--- src/rtl/abacus_pkg.sv ---
// rtl/abacus_pkg.sv - shared constants, FSM state type and sizing helper for the BCD converter
package abacus_pkg;

    localparam int BCD_DIGIT_W = 4;
    localparam int DEF_BIN_W   = 16;
    localparam int DEF_DIGITS  = 5;

    typedef enum logic [1:0] {
        IDLE   = 2'd0,
        SHIFT  = 2'd1,
        FINISH = 2'd2
    } conv_state_t;

    // Decimal digits needed for 2^bin_w-1: floor(bin_w*log10(2))+1, since 2^n is never a power of ten
    function automatic int digits_needed(input int bin_w);
        return (bin_w * 30103) / 100000 + 1;
    endfunction

endpackage

--- src/rtl/bcd_add3_digit.sv ---
// rtl/bcd_add3_digit.sv - double-dabble digit correction: add 3 (mod 16) when the digit is 5 or more
module bcd_add3_digit
    import abacus_pkg::*;
(
    input  logic [BCD_DIGIT_W-1:0] digit_in,
    output logic [BCD_DIGIT_W-1:0] digit_out
);

    assign digit_out = (digit_in >= BCD_DIGIT_W'(5)) ? digit_in + BCD_DIGIT_W'(3) : digit_in;

endmodule

--- src/rtl/bcd_seq_converter.sv ---
// rtl/bcd_seq_converter.sv - sequential binary-to-BCD converter (macro BCD_AUTO_CONV_EN enables auto conversion on input change)
module bcd_seq_converter
    import abacus_pkg::*;
#(
    parameter int BIN_W  = DEF_BIN_W,
    parameter int DIGITS = DEF_DIGITS
) (
    input  logic                          clk,
    input  logic                          clr_n,
    input  logic                          start,
    input  logic [BIN_W-1:0]              bin_in,
    output logic                          busy,
    output logic                          done,
    output logic [BCD_DIGIT_W*DIGITS-1:0] bcdout
);

    localparam int BCD_W = BCD_DIGIT_W * DIGITS;
    localparam int CNT_W = $clog2(BIN_W + 1);

    if (DIGITS < digits_needed(BIN_W)) begin : g_digits_check
        $error("bcd_seq_converter: DIGITS too small to hold 2^BIN_W-1");
    end

    conv_state_t      state;
    conv_state_t      state_next;
    logic [BIN_W-1:0] bin_reg;
    logic [BCD_W-1:0] work;
    logic [BCD_W-1:0] work_adj;
    logic [CNT_W-1:0] cnt;
    logic             trigger;
    logic             carry_unused;

    // Top bit shifted out of the work register; always zero for inputs that fit DIGITS
    assign carry_unused = work_adj[BCD_W-1];

    for (genvar i = 0; i < DIGITS; i++) begin : g_digit
        bcd_add3_digit u_add3 (
            .digit_in  (work[i*BCD_DIGIT_W +: BCD_DIGIT_W]),
            .digit_out (work_adj[i*BCD_DIGIT_W +: BCD_DIGIT_W])
        );
    end

`ifdef BCD_AUTO_CONV_EN
    logic [BIN_W-1:0] last_val;

    // Remember the most recently captured operand so a change in bin_in can self-start
    always_ff @(posedge clk or negedge clr_n) begin
        if (!clr_n) begin
            last_val <= '0;
        end else if (state == IDLE && trigger) begin
            last_val <= bin_in;
        end
    end

    assign trigger = start | (bin_in != last_val);
`else
    assign trigger = start;
`endif

    // State register
    always_ff @(posedge clk or negedge clr_n) begin
        if (!clr_n) begin
            state <= IDLE;
        end else begin
            state <= state_next;
        end
    end

    // Next-state: accept a request only in IDLE, run BIN_W shifts, then one FINISH cycle
    always_comb begin
        state_next = state;
        unique case (state)
            IDLE:    if (trigger) state_next = SHIFT;
            SHIFT:   if (cnt == CNT_W'(BIN_W - 1)) state_next = FINISH;
            FINISH:  state_next = IDLE;
            default: state_next = IDLE;
        endcase
    end

    // Datapath: capture operand, shift-and-correct, publish result with a one-cycle done
    always_ff @(posedge clk or negedge clr_n) begin
        if (!clr_n) begin
            bin_reg <= '0;
            work    <= '0;
            cnt     <= '0;
            bcdout  <= '0;
            done    <= 1'b0;
        end else begin
            done <= 1'b0;
            unique case (state)
                IDLE: begin
                    if (trigger) begin
                        bin_reg <= bin_in;
                        work    <= '0;
                        cnt     <= '0;
                    end
                end
                SHIFT: begin
                    work    <= {work_adj[BCD_W-2:0], bin_reg[BIN_W-1]};
                    bin_reg <= {bin_reg[BIN_W-2:0], 1'b0};
                    cnt     <= cnt + CNT_W'(1);
                end
                FINISH: begin
                    bcdout <= work;
                    done   <= 1'b1;
                end
                default: ;
            endcase
        end
    end

    assign busy = (state != IDLE);

endmodule

--- config.mk ---
export PLATFORM = sky130hd
export DESIGN_NAME = bcd_seq_converter
export DESIGN_NICKNAME = d
export VERILOG_FILES = /design/src/rtl/abacus_pkg.sv /design/src/rtl/bcd_add3_digit.sv /design/src/rtl/bcd_seq_converter.sv
export SDC_FILE = /design/constraint.sdc
export NUM_CORES = 1
export LEC_CHECK = 0
export CORE_MARGIN = 8
export CORE_UTILIZATION = 35
export DETAILED_ROUTE_END_ITERATION = 12
export PLACE_DENSITY = 0.57
export SLEW_MARGIN = 40
export SYNTH_ARGS = -nofsm -noshare
export SYNTH_HDL_FRONTEND = slang
export SYNTH_SLANG_ARGS = --single-unit
--- constraint.sdc ---
create_clock -name clk -period 1.54 [get_ports clk]
set_clock_uncertainty 0.1 [all_clocks]
set_input_delay 0.308 -clock clk [delete_from_list [all_inputs] [get_ports clk]]
set_output_delay 0.308 -clock clk [all_outputs]
set_load 0.01 [all_outputs]
## Word level (Yosys, flattened, before mapping)

Cells that the tools add are included.

- Output and inout port bits: 22
- Word-level logic and storage cells: 42
- Register bits after elaboration: 64

- Muxes and demuxes: 15
- Order comparisons: 5
- Reduce and logical (&&, ||, !) cells: 5
- Equality and inequality tests: 5
- Add/sub/neg operators: 6

Operators by type and width:

| cell | count |
|---|---|
| case mux 20 bit (2 select lines) | 1 |
| case mux 16 bit (2 select lines) | 1 |
| >= comparator 4 x 3 -> 1 bit, second input constant | 5 |
| two-way mux 20 bit | 1 |
| adder 4 x 2 -> 4 bit, second input constant | 4 |
| two-way mux 16 bit | 1 |
| two-way mux 4 bit | 4 |
| case mux 5 bit (2 select lines) | 1 |
| adder 5 x 1 -> 5 bit, second input constant | 1 |
| == test 5 x 4 -> 1 bit, second input constant | 1 |
| two-way mux 5 bit | 1 |
| two-way mux 2 bit | 2 |
| != test 2 bit, second input constant | 2 |
| case mux 2 bit (2 select lines) | 1 |
| AND reduction 2 bit | 2 |
| nonzero test 2 bit | 2 |
| adder 3 x 2 -> 3 bit, second input constant | 1 |
| two-way mux 3 bit | 1 |
| == test 2 x 1 -> 1 bit, second input constant | 1 |
| == test 2 bit, second input constant | 1 |
| logical NOT 2 bit | 1 |
| two-way mux 1 bit | 1 |

## Longest topological paths before layout

Gate-level depths: netlist of the first run.

- Word-level depth: 3
- Mapped depth: 5

## Modules after synthesis

Synthesis of the first run repeated with hierarchy kept, for this count alone.

- Cell total of the unflattened synthesis: 287
- Area total of the unflattened synthesis: 3134.3 sq um

By module, submodules not included:

| module | seq. area each (sq um) | cells each | area each (sq um) | instances |
|---|---|---|---|---|
| bcd_seq_converter | 1601.5 | 207 | 2627.5 | 1 |
| bcd_add3_digit | 0.0 | 16 | 101.3 | 5 |

## Least setup slack after synthesis of the first run

OpenSTA, ideal clock, no wires.

- Kind: reg-to-reg
- Start point: register work[4]
- End point: register work[6]
- Arrival time: 1.235 ns
- Path buffers: 0
- Cell stages (with the launch flop): 6
- Slack: 0.089 ns
- Cell sequence: dfrtp_1 > inv_1 > ha_1 > nor2b_1 > o21a_1 > o311ai_0

- Longest elaborated chain between the ends: 3
- Elaborated cells between the ends (all ways): 4
- Those cells by class: add/sub (1); order compare (1); mux (2)

Ends and longest elaborated chain:

| item | RTL line | text |
|---|---|---|
| start: declaration | bcd_seq_converter.sv:27 | `logic [BCD_W-1:0] work;` |
| start signal: assignment | bcd_seq_converter.sv:99 | `work <= {work_adj[BCD_W-2:0], bin_reg[BIN_W-1]};` |
| adder 4 x 2 -> 4 bit / >= comparator 4 x 3 -> 1 bit (equally long branches) | bcd_add3_digit.sv:9 | `assign digit_out = (digit_in >= BCD_DIGIT_W'(5)) ? digit_in + BCD_DIGIT_W'(3) : digit_in;` |
| two-way mux 4 bit * | bcd_add3_digit.sv:9 |  |
| case mux 20 bit (2 select lines) * | bcd_seq_converter.sv:90 | `unique case (state)` |

Every way passes the cells marked *; elsewhere a longest branch is shown, timed or not.
A chain may end at the register's enable or synchronous reset.

## Worst setup path in the final report of the first run

- Start point: register work[9]
- End point: register work[10]

The elaborated chain is that of the path after synthesis.

==> qor.yml, run 1 <==
seq_area_um2: 1600
crit_chain: "inv_1 -> ha_1 -> nor2b_4 -> o21a_1 -> o311ai_1"
grt_busiest_layer: "met2"
final.min_clock_period_ns: 1.50
dr.pass1.iters: 4
ios: 41
critPathMaxFanout: 4
cts-root-buf: "clkbuf_8"
rsz0062_at_grt: "yes"
power.density_nw_per_um2: 1880
ys_ff_latch: 64
met3_usage_pct: 4.78
io_buffer_count: 40
status: "completed"
r2r_slack_ns: 0.04
yosysUniqueCellTypes: 42
dieArea_um2: 12400
dp_cells: 466
clk_path_buf_depth: 2
cts_made_buffers: 9
ir_drop_mv: 0.630
syn-num-nets: 336
r2r_end: "work[10]"
hold_viol: 0
clk_pin_slew_ns: 0.07
cts_tree: "done"
cts-htree-levels: 3
hp-class: "register to register"
slew_headroom_pct: 76.6
whs_path_depth: 2
slowest_delay_ns: 0.38
core_area_um2: 9020
fillers: 884
hold_end: "bcdout[9]"
dp_slack_ns: -0.175
clkLatencyLatePin_ns: 0.34
setup_viol: 0
grt_use_total_pct: 11.2
grt_max_degree: 65
hpwl_mm: 4.60
avgSynthCellArea_um2: 10.4
maxCapViolations: 0
areaGrowthSynthToFinish_pct: 30.5
grtUsageMet1_pct: 13.0
required_ns: 1.68
critPathKind: "register to register"
period_share_pct: 97.5
nets: 402
drive_above_1_share_pct: 18.9
antenna_cells: 0
grt_overflow_total: 0
post-route-worst-setup-slack_ns: 0.0387
worstReg2RegStart: "work[9]"
grtUsageMet2_pct: 18.3
grt_pass1_vias: 2507
layout.cells.non_filler: 487
antenna_left: 0
synth_area_um2: 3180
drt-wirelength-per-cell_um: 14.0
syn_inst: 305
seq_area_frac_synth_pct: 50.3
fp-row-count: 35
crit_arrival_ns: 1.64
multiInputGateArea_um2: 1400
worstSetupEndpointType: "register"
hp-start: "bcdout[9]"
tightest_slew_ns: 0.351
slowest_stage: "dfrtp_1"
gp_congestion: 0.776
grt_pass1_wl_mm: 11.6
worstSetupStartpointType: "register"
dieHeight_um: 111
drc_errors: 0
reg2regPathDepth: 5
clock-sinks: 64
ys_warn_count: 0
wl_mm: 6.83
fmax_mhz: 666
viasPerCell: 5.00
drtIter0Drc: 76
p_leak_nw: 1.94
antenna_found_initial: 0
start_util_pct: 35.3
vias: 2436
die_w_um: 111
maxSlewViolCount: 0
## layout make-up
cell class | count | share of cell area (%)
tap | 111 | 3.34
sequential | 64 | 38.6
multi-input combinational | 200 | 33.6
inverter | 23 | 2.08
clock inverter | 5 | 1.90
clock buffer | 11 | 3.65
timing repair buffer | 73 | 16.8
## power by group
| group | leakage, nW | internal [mW] | total [mW] | switching, mW |
|---|---|---|---|---|
| registers | 0.848 | 2.25 | 2.63 | 0.375 |
| logic | 0.976 | 1.77 | 3.56 | 1.79 |
| clock network | 0.119 | 0.997 | 1.63 | 0.637 |
## cells by family (layout without fill, tap and decap cells)
family	after synthesis	count (layout)	synth area share, %
buffers and inverters	41	112	7.15
XOR/XNOR	4	4	1.10
adder cells (fa/ha/maj)	12	12	4.72
AND/OR/NAND/NOR	65	65	10.2
multiplexers	1	1	0.314
flip-flops	64	64	50.3
AO/OA/AOI/OAI	118	118	26.2
## layer usage
layer,up-vias,share of wire (%)
li1,1239,-
met1,1139,48
met2,49,45
met3,9,5.5
met4,0,1.0
met5,-,0
## through the flow
step | area [µm²] | setup TNS (ns) | hold slack (ns) | utilization [%] | power [mW]
after floorplan | 3180 | 0 | -0.0876 | - | 4.89
after global placement | 3860 | -3.70 | 0.255 | 42.8 | 5.98
after detailed placement | 3860 | -4.15 | 0.255 | 42.8 | 6.06
after CTS | 4090 | 0 | 0.382 | 45.3 | 7.72
after global routing | 4150 | -0.0132 | 0.400 | 46.0 | 8.44
final | 4150 | 0 | 0.371 | 46.0 | 7.82
## how the worst max path moves through the flow
stage	startpoint	endpoint	slack, ns	cells past startpoint
floorplan	work[4]	work[6]	0.09	5
global placement	start	bin_reg[10]	-0.13	5
detailed placement	start	bin_reg[10]	-0.17	5
CTS	work[9]	work[10]	0.01	5
global route	work[9]	work[10]	-0.01	5
finish	work[9]	work[10]	0.04	5
## what timing repair did
item / CTS / global route
hold buffers: 1 / 0
hold endpoints to repair: 64 / 0
pin swaps: 0 / 3
buffers inserted: 1 / 3
endpoints found under the setup margin: 24 / 16
gates resized for setup: 29 / 14
## synth_stat cells (all sizes together)
cell | number | share of area (%)
nand2b | 2 | 0.39
a21o | 1 | 0.24
and2 | 1 | 0.20
xnor2 | 4 | 1.1
a22oi | 15 | 3.5
dfrtp | 64 | 50
o21a | 5 | 1.2
o21bai | 1 | 0.35
and2b | 5 | 1.3
a21oi | 14 | 2.2
clkbuf | 3 | 0.35
nand3 | 1 | 0.16
a22o | 1 | 0.28
or2 | 1 | 0.20
o311ai | 5 | 1.4
o21ai | 43 | 6.9
inv | 23 | 2.7
nand2 | 34 | 4.0
o221ai | 5 | 2.2
nor3b | 1 | 0.24
buf | 15 | 4.1
o2111ai | 10 | 2.8
mux2i | 1 | 0.31
nor2b | 17 | 3.3
ha | 12 | 4.7
and3 | 1 | 0.20
o31ai | 5 | 1.2
a32o | 6 | 1.9
o22ai | 1 | 0.20
o32ai | 4 | 1.3
nor2 | 2 | 0.24
o21ba | 2 | 0.63
## placed cells by master (no fill, tap or decap), types with 2 or more instances in the layout
master	instances
clkinv_2	2
clkbuf_8	11
nor2b_2	4
o21ba_2	2
nor2_1	2
nand2_1	34
inv_1	22
o31ai_1	4
bufinv_16	2
o2111ai_1	10
and2b_1	4
buf_12	6
a32o_1	6
clkdlybuf4s50_1	17
nor2b_4	2
buf_4	25
nand2b_1	2
o221ai_2	4
o21ai_0	41
dfrtp_1	64
nor2b_1	11
o21a_1	5
xnor2_1	4
dlygate4sd2_1	21
ha_1	11
buf_6	2
a22oi_1	15
o32ai_1	3
a21oi_1	14
o311ai_1	4
## worst max-delay path: cells and delay by family (launching register included)
kind / cells / cell delay, ns
AOI/OAI and AO/OA: 2 / 0.45
adders and majority gates: 1 / 0.23
buffers and inverters: 1 / 0.11
DFF: 1 / 0.38
and+or+nand+nor: 1 / 0.14
Power figures use the tool's default switching activity.
==> run 2: changes to the inputs <==
Settings changed: CORE_MARGIN 8 to unset, PLACE_DENSITY 0.57 to 0.55, SLEW_MARGIN 40 to 10.
Clock period 1.54 ns to 1.8 ns, I/O delays scaled along.
==> run 2 against run 1 <==
Effect of this change:
- combinational power decreased by 26%
- worst setup slack improved by 0.055 ns
- die area decreased by 24%
- global-route usage increased by 3.5 points
- register-to-register slack improved by 0.12 ns
- routed wire length decreased by 4.8%
- sequential power decreased by 14%
- flip-flop and latch count unchanged
- critical path type is now register to output pin
==> qor.yml, run 2 (same netlist as run 1, synthesis figures left out) <==
crit_chain: "or2_2 -> clkdlybuf4s15_1"  # was inv_1 -> ha_1 -> nor2b_4 -> o21a_1 -> o311ai_1
fp-row-count: 34  # was 35
dp_slack_ns: 0.0303  # was -0.175 ns
ir_drop_mv: 0.582  # was 0.630 mV
grtUsageMet2_pct: 22.4  # was 18.3%
gp_congestion: 0.785  # was 0.776
grt_busiest_layer: "met2"  # unchanged
grtUsageMet1_pct: 19.6  # was 13.0%
final_common_cell: "dfrtp_1"  # unchanged
crit_arrival_ns: 1.25  # was 1.64 ns
maxSlewViolCount: 0  # unchanged
io_buffer_count: 40  # unchanged
tightest_slew_ns: 0.357  # was 0.351 ns
hpwl_mm: 4.25  # was 4.60 mm
clkLatencyLatePin_ns: 0.33  # was 0.34 ns
drive_above_1_share_pct: 9.92  # was 18.9%
drtIter0Drc: 90  # was 76
dieHeight_um: 97.4  # was 111 µm
dr.pass1.iters: 4  # unchanged
seq_area_um2: 1600  # unchanged
start_util_pct: 36.3  # was 35.3%
layout_common_cells: "dfrtp_1 (64), o21ai_0 (41), clkdlybuf4s50_1 (38), nand2_1 (34), inv_1 (23)"  # was dfrtp_1 (64), o21ai_0 (41), nand2_1 (34), buf_4 (25), inv_1 (22)
maxCapViolations: 0  # unchanged
slew_headroom_pct: 76.2  # was 76.6%
power.density_nw_per_um2: 1550  # was 1880 nW/µm²
hp-class: "register to register"  # unchanged
status: "completed"  # unchanged
cts-root-buf: "clkbuf_8"  # unchanged
grt_use_total_pct: 14.7  # was 11.2%
antenna_cells: 0  # unchanged
vias: 2405  # was 2436
clk_pin_slew_ns: 0.06  # was 0.07 ns
fin_setup_tns_ns: 0  # unchanged
cts-htree-levels: 3  # unchanged
ios: 41  # unchanged
dieArea_um2: 9480  # was 12400 µm²
slowest_stage: "dfrtp_1"  # unchanged
die_w_um: 97.4  # was 111 µm
antenna_left: 0  # unchanged
cts_made_buffers: 9  # unchanged
required_ns: 1.34  # was 1.68 ns
setup_viol: 0  # unchanged
core_area_um2: 8760  # was 9020 µm²
p_leak_nw: 1.69  # was 1.94 nW
areaGrowthSynthToFinish_pct: 22.9  # was 30.5%
worstSetupStartpointType: "register"  # unchanged
drt-wirelength-per-cell_um: 14.1  # was 14.0 µm
fillers: 838  # was 884
met3_usage_pct: 4.17  # was 4.78%
critPathKind: "register to output pin"  # was register to register
nets: 382  # was 402
cts_tree: "done"  # unchanged
viasPerCell: 5.22  # was 5.00
clock-sinks: 64  # unchanged
grt_pass1_vias: 2277  # was 2507
clk_path_buf_depth: 2  # unchanged
slowest_delay_ns: 0.37  # was 0.38 ns
worstSetupEndpointType: "output pin"  # was register
rsz0062_at_grt: "no"  # was yes
period_share_pct: 94.8
post-route-worst-setup-slack_ns: 0.0935  # was 0.0387 ns
fmax_mhz: 586
multiInputGateArea_um2: 1360  # was 1400 µm²
grt_overflow_total: 0  # unchanged
grt_pass1_wl_mm: 11.0  # was 11.6 mm
drc_errors: 0  # unchanged
grt_max_degree: 65  # unchanged
antenna_found_initial: 0  # unchanged
critPathMaxFanout: 2  # was 4
wl_mm: 6.50  # was 6.83 mm
final.min_clock_period_ns: 1.71
hold_viol: 0  # unchanged
run 2: timing repair:
item | 4_1_cts | 5_1_grt
hold endpoints to repair | 64 | 0
endpoints found under the setup margin | 1 | 1
resized for setup | 1 | 1
buffers inserted | 1 | 0
hold buffers | 1 | 0
run 2: path summary, 6_finish.rpt:
kind | from | end | slack (ns) | depth (start not counted)
setup / recovery | state[0] | busy | 0.09 | 2
hold / removal | bcdout[16] | bcdout[16] | 0.37 | 2
setup reg to reg | work[4] | work[6] | 0.16 | 5
hold reg to reg | bcdout[16] | bcdout[16] | 0.37 | 2
max in group asynchronous | clr_n | bin_reg[12] | 0.84 | 3
min in group asynchronous | clr_n | bcdout[18] | 0.45 | 3
run 2: worst max-delay path, delay by kind of cell, from the launching register on:
family / cells / cell delay, ns
buf+inv: 1 / 0.24
simple gates: 1 / 0.31
flops: 1 / 0.37
run 2: power by group:
| part | switching [mW] | internal, mW |
|---|---|---|
| Sequential | 0.346 | 1.93 |
| Clock | 0.506 | 0.656 |
| Combinational | 1.40 | 1.22 |
| Total | 2.25 | 3.80 |
run 2: metal layers:
| layer | share of wire [%] | up-vias |
|---|---|---|
| met3 | 4.2 | 7 |
| met2 | 45 | 48 |
| met1 | 49 | 1162 |
| li1 | - | 1188 |
| met4 | 1.3 | 0 |
| met5 | 0 | - |
run 2: cell type report:
class | instances | share of cell area, %
Inverter | 23 | 2.21
Sequential cell | 64 | 40.9
Clock buffer | 12 | 3.71
Tap cell | 108 | 3.45
Timing Repair Buffer | 53 | 14.3
Multi-Input combinational cell | 200 | 34.7
Clock inverter | 1 | 0.768
run 2: through the flow:
stage                     instance area, µm²  utilization [%]  total power [mW]  hold WS [ns]  instances
after floorplan                         3180                -              4.19       -0.0356        305
after global placement                  3720             42.4              4.88         0.307        446
after detailed placement                3720             42.4              4.94         0.305        446
after CTS                               3910             44.6              6.14         0.384        461
after global routing                    3910             44.6              6.59         0.416        461
final                                   3910             44.6              6.05         0.375        461
